**src/rtl/pmp_seq_checker.sv**
```systemverilog
// Sequential PMP checker: one shared pmp_entry matcher walks the entries in index order.
// Build macro PMP_SEQ_CONST_TIME_EN: always scan every entry, so latency does not depend on the address.
package riscv;
  typedef enum logic [1:0] {
    OFF   = 2'b00,
    TOR   = 2'b01,
    NA4   = 2'b10,
    NAPOT = 2'b11
  } pmp_addr_mode_t;

  typedef struct packed {
    logic x;
    logic w;
    logic r;
  } pmpcfg_access_t;

  typedef struct packed {
    logic           locked;
    logic [1:0]     reserved;
    pmp_addr_mode_t addr_mode;
    pmpcfg_access_t access_type;
  } pmpcfg_t;
endpackage

module pmp_entry #(
  parameter int unsigned PLEN            = 56,
  parameter int unsigned PMP_LEN         = 54,
  parameter int unsigned PMP_GRANULARITY = 0
) (
  input  logic [PLEN-1:0]       addr_i,
  input  logic [PMP_LEN-1:0]    conf_addr_i,
  input  logic [PMP_LEN-1:0]    conf_addr_prev_i,
  input  riscv::pmp_addr_mode_t conf_addr_mode_i,
  output logic                  match_o
);
  localparam int unsigned AW = (PLEN > PMP_LEN + 2) ? PLEN : PMP_LEN + 2;

  // Coarse granularity forces the low NAPOT bits to ones (region never smaller than the grain).
  function automatic logic [PMP_LEN-1:0] gran_ones();
    logic [PMP_LEN-1:0] m;
    m = '0;
    for (int i = 0; i < int'(PMP_LEN); i++)
      if (i + 1 < int'(PMP_GRANULARITY)) m[i] = 1'b1;
    return m;
  endfunction

  localparam logic [PMP_LEN-1:0] GRAN_ONES = gran_ones();

  logic [AW-1:0]      w_addr;
  logic [AW-1:0]      w_top;
  logic [AW-1:0]      w_base;
  logic [AW-1:0]      w_napot_mask;
  logic [PMP_LEN-1:0] w_napot_addr;

  assign w_addr       = AW'(addr_i);
  assign w_top        = AW'({conf_addr_i, 2'b00});
  assign w_base       = AW'({conf_addr_prev_i, 2'b00});
  assign w_napot_addr = conf_addr_i | GRAN_ONES;
  // Trailing ones plus the first zero above them mark the don't-care bits of the region.
  assign w_napot_mask = AW'({w_napot_addr ^ (w_napot_addr + PMP_LEN'(1)), 2'b11});

  always_comb begin
    match_o = 1'b0;
    case (conf_addr_mode_i)
      riscv::TOR:   match_o = (w_addr >= w_base) && (w_addr < w_top);
      riscv::NA4:   match_o = (w_addr[AW-1:2] == w_top[AW-1:2]);
      riscv::NAPOT: match_o = (((w_addr ^ w_top) & ~w_napot_mask) == '0);
      default:      match_o = 1'b0;
    endcase
  end
endmodule

```
**config.mk**
```make
export PLATFORM = sky130hd
export DESIGN_NAME = pmp_entry
export DESIGN_NICKNAME = d
export VERILOG_FILES = /design/src/rtl/pmp_seq_checker.sv
export SDC_FILE = /design/constraint.sdc
export NUM_CORES = 1
export LEC_CHECK = 0
export ABC_AREA = 1
export ABC_CLOCK_PERIOD_IN_PS = 1730
export BUFFER_PORTS_ARGS = -buffer_cell sky130_fd_sc_hd__buf_2
export CAP_MARGIN = 20
export CORE_MARGIN = 4
export CORE_UTILIZATION = 45
export DETAILED_ROUTE_END_ITERATION = 10
export PLACE_DENSITY = 0.74
export RECOVER_POWER = 25
export SYNTH_ARGS = -nofsm -noshare
export SYNTH_HDL_FRONTEND = slang
export SYNTH_SLANG_ARGS = --single-unit
```
**constraint.sdc**
```tcl
create_clock -name vclk -period 1.73
set_clock_uncertainty 0.15 [all_clocks]
set_input_delay 0.0865 -clock vclk [all_inputs]
set_output_delay 0.0865 -clock vclk [all_outputs]
set_load 0.01 [all_outputs]
```
======== Word-level counts from Yosys, hierarchy flattened ========
Cells that the tools add are included.
storage, ports and cells
  latch bits .............................. 0
  bits of input ports ..................... 166
  logic and storage cells ................. 14
  bits in read-only memories .............. 0
  memories ................................ 0
  output and inout port bits .............. 1
  bits in writable memories ............... 0
  register bits ........................... 0
cells by class
  $lt $le $gt $ge ......................... 2
  shift-type cells ........................ 0
  reduce and logical (&&, ||, !) cells .... 2
  mux-type cells .......................... 1
  bitwise gates (word level) .............. 4
  divide/modulo/power cells ............... 0
  multipliers ............................. 0
  add/subtract/negate cells ............... 1
  equality and inequality tests ........... 4
operators by type and width
  kind                     number
  $and A56 B56 Y56         1
  $ge A56 B56 Y1           1
  $logic_not A56 Y1        1
  $lt A56 B56 Y1           1
  $not A56 Y56             1
  $xor A56 B56 Y56         1
  $add A54 B1 Y54 const B  1
  $eq A54 B54 Y1           1
  $xor A54 B54 Y54         1
  $eq A2 B2 Y1 const B     2
  $pmux W1 S3              1
  $eq A2 B1 Y1 const B     1
  $logic_and A1 B1 Y1      1

======== Logic depth before layout (Yosys ltp) ========
  depth after elaboration ................. 6
  mapped depth ............................ 13

======== Least setup slack after synthesis ========
No wires, ideal clock.
  kind .................................... input to output
  start ................................... input port conf_addr_i[0]
  end ..................................... output port match_o
  data required time ...................... 1.493 ns
  buffers on the path ..................... 0
  setup slack ............................. 0.157 ns
  arrival time ............................ 1.337 ns
  cell stages on the path ................. 13
  cell sequence ........................... ha_1 > inv_1 > nor2_1 > nand2_1 > nor2_2 > nand2_1 > nand2_1 > nand2_1 > nor2_1 > nand2_1 > nor3_2 > nand4_1 > nand3_1
on the way
  longest elaborated chain between the ends .. 6
  elaborated cells between the ends (all ways) .. 10
RTL lines
  what               RTL line  RTL
  start, declared    31        input logic [PMP_LEN-1:0] conf_addr_i,
  $add A54 B1 Y54    60        assign w_napot_mask = AW'({w_napot_addr ^ (w_napot_addr + PMP_LEN'(1)), 2'b11});
  $xor A54 B54 Y54   60
  $not A56 Y56       67        riscv::NAPOT: match_o = (((w_addr ^ w_top) & ~w_napot_mask) == '0);
  $and A56 B56 Y56   67
  $logic_not A56 Y1  67
  $pmux W1 S3 *      64        case (conf_addr_mode_i)
  end, declared      34        output logic match_o
Mark *: on every way between the ends. The rest lies on a longest branch, timed or not.

======== Final worst setup path ========
  start ................................... input port conf_addr_i[15]
  end ..................................... output port match_o
The elaborated chain is that of the path after synthesis.

==> impl_metrics.ini <==
[outcome]
run_status = complete, but fails checks
violations = negative setup slack

[global_route]
grt_usage = 0.249
grt_max_degree = 7
grt_pass1_wl_um = 24100
grt_pass1_vias = 5541
antenna_found_initial = 0
grt-ovfl-total = 0

[finish]
drive_above_1_share = 0.280
regArea_um2 = 0
diodes = 0
area_delta_synth_final_pct = 42.4
clkbuf_count = 0
seq_cell_count = 0
nFillCells = 941
final_util = 0.671
num-nets-final = 1378

[critical_path]
critPathKind = in -> out
critPathSlowestCell = nor4_4
worstPathArrival_ns = 1.72
cp-start-kind = primary input
cpLargestDelayFamily = simple AND/OR/NAND/NOR gates
critical_path.max_fanout = 3
worstPathCellList = buf_2 -> inv_1 -> ha_1 -> nand2_1 -> nor4_4 -> nand4_1 -> nor4_2 -> nand3_1 -> nand3_1 -> buf_2
end_kind = output pin
cp_slowest_stage_delay_ns = 0.33
cp.required_ns = 1.49
cp.buffers_inverters = 3

[synthesis]
yosys.area.top_type = ha_1
synth_fa_ha_area_frac = 0.308
syn_area_per_cell_um2 = 5.31
synthMuxAreaShare = 0
synth_cell_type_count = 24
synthXorXnorAreaFrac = 0
syn-cell-area_um2 = 4430
yosys_warnings = 0
ys_seq_area_frac = 0
syn_inst = 835
synth_top_family_by_area = simple AND/OR/NAND/NOR gates
synth-compound-area-share = 0.115
yosys-top-cells-area = ha_1 31%, nand2_1 21%, inv_1 15%
syn_nets = 1110
yosys.area_share.simple = 0.430
netlist.area_leader.share = 0.308

[die]
dieArea_um2 = 11500
die_h_um = 107
dieWidth_um = 107
rows = 35
initial_core_util = 0.471
core-area_um2 = 9420
boundaryPins = 167

[power_and_ir_drop]
p_per_area_nw_per_um2 = 215
seqPwrFrac = 0
clkPwrFrac = 0
leakage_nw = 3.76
combPwrFrac = 1.000
ir_drop_mv = 0.117
swShare = 0.527
p_sw_uw = 715
p_int_uw = 643

[sta]
tightest_slew_ns = 0.305
clock.fmax_mhz = 510
post-route-min-period_ns = 1.96
rsz0062_at_grt = yes
hold_viol = 0
timing.final.ws_setup_ns = -0.231
slew-limit-headroom = 0.796
setup_viol = 1
period_share = 1.13
drv_slew = 0

[routing]
ant_nets = 0
wire_per_inst_um = 12.3
vias = 6032
wirelength_um = 15200
drtIter0Drc = 447
drt-pass1-iter-count = 5
drc_errors = 0
avgViaCountPerCell = 4.90

[clock_tree]
hold_buffers = 0

[placed_design]
place_worst_setup_slack_ns = -0.395
place_hpwl_um = 13900
gp_congestion = 1.02
io_buffer_count = 167

[flow_run]
maxCapViolations = 0

[hold_path]
holdCritPathClass = in -> out
## metrics by stage
step | std cells | TNS [ns] | area [um2] | total power, mW | hold slack, ns
6_report | 1230 | -0.231 | 6310 | 1.36 | 0.405
5_1_grt | 1230 | -0.417 | 6310 | 1.54 | 0.472
4_1_cts | 1229 | -0.288 | 6200 | 1.32 | 0.411
3_5_place_dp | 1229 | -0.395 | 6170 | 1.30 | 0.408
3_3_place_gp | 1229 | -0.380 | 6170 | 1.28 | 0.397
2_1_floorplan | 835 | 0 | 4430 | 0.681 | 0.196
## cells in the final DEF (no fill, tap or decap), types with 2 or more instances in the layout
cell type  instances
nand2_1          241
inv_1            173
buf_2            167
nor2_1           120
ha_1             106
buf_4             98
a21oi_1           51
nand3_1           34
o21ai_0           21
nor2_2            17
nand4_1           15
o21bai_1          10
nand2_2            6
nor3_1             6
o21a_1             4
nor4_1             4
nor2_4             3
nor4_2             3
ha_4               3
nor3_2             2
nand3b_1           2
o211ai_1           2
## routing by layer
metal / up-vias / wire length (um) / track usage
met5: - / 0 / 0
met4: 0 / 122 / 0.0174
met3: 16 / 1410 / 0.0324
met2: 235 / 6620 / 0.415
met1: 2603 / 7030 / 0.356
li1: 3178 / - / -
## final timing paths
check,startpoint,endpoint,cells after the start
worst min-delay path,conf_addr_mode_i[1],match_o,4
worst max-delay path,conf_addr_i[15],match_o,10
## layout make-up
class	count	area (um2)	share of cell area
inverters	174	653	0.103
multi-input cells	661	3920	0.620
repair buffers	266	1580	0.251
well taps	129	161	0.0256
## power groups by stage
stage	clock [mW]	sequential, mW	combinational [mW]
3_5_place_dp	0	0	1.30
3_3_place_gp	0	0	1.28
6_report	0	0	1.36
2_1_floorplan	0	0	0.681
5_1_grt	0	0	1.54
4_1_cts	0	0	1.32
## cell usage after synthesis
master    number
nor2_2         7
nor2_4         3
nor4_1         8
nand4_1       15
nand2_2        3
o21ai_0       22
nor3_2         1
and3_1         1
a31oi_1        1
nor2_1       130
nor3b_1        1
a21oi_1       52
nor2b_1        1
a211oi_1       2
and2_1         1
o21bai_1      10
nand3b_1       2
nand2_1      244
inv_1        174
nor3_1         7
ha_1         109
nand3_1       35
o21a_1         4
o211ai_1       2
## timing repair
action | CTS | global route
setup buffers | 0 | 1
pin swaps | 0 | 7
resized for setup | 6 | 25
endpoints found under the setup margin | 1 | 1
cloned | 0 | 0
## kinds of logic (layout without fill, tap and decap cells)
group / after synthesis / in the layout
fa+ha+maj: 109 / 109
simple gates: 459 / 459
buf+inv: 174 / 440
compound gates: 93 / 93
No activity file was read; power rests on OpenSTA's default activity.
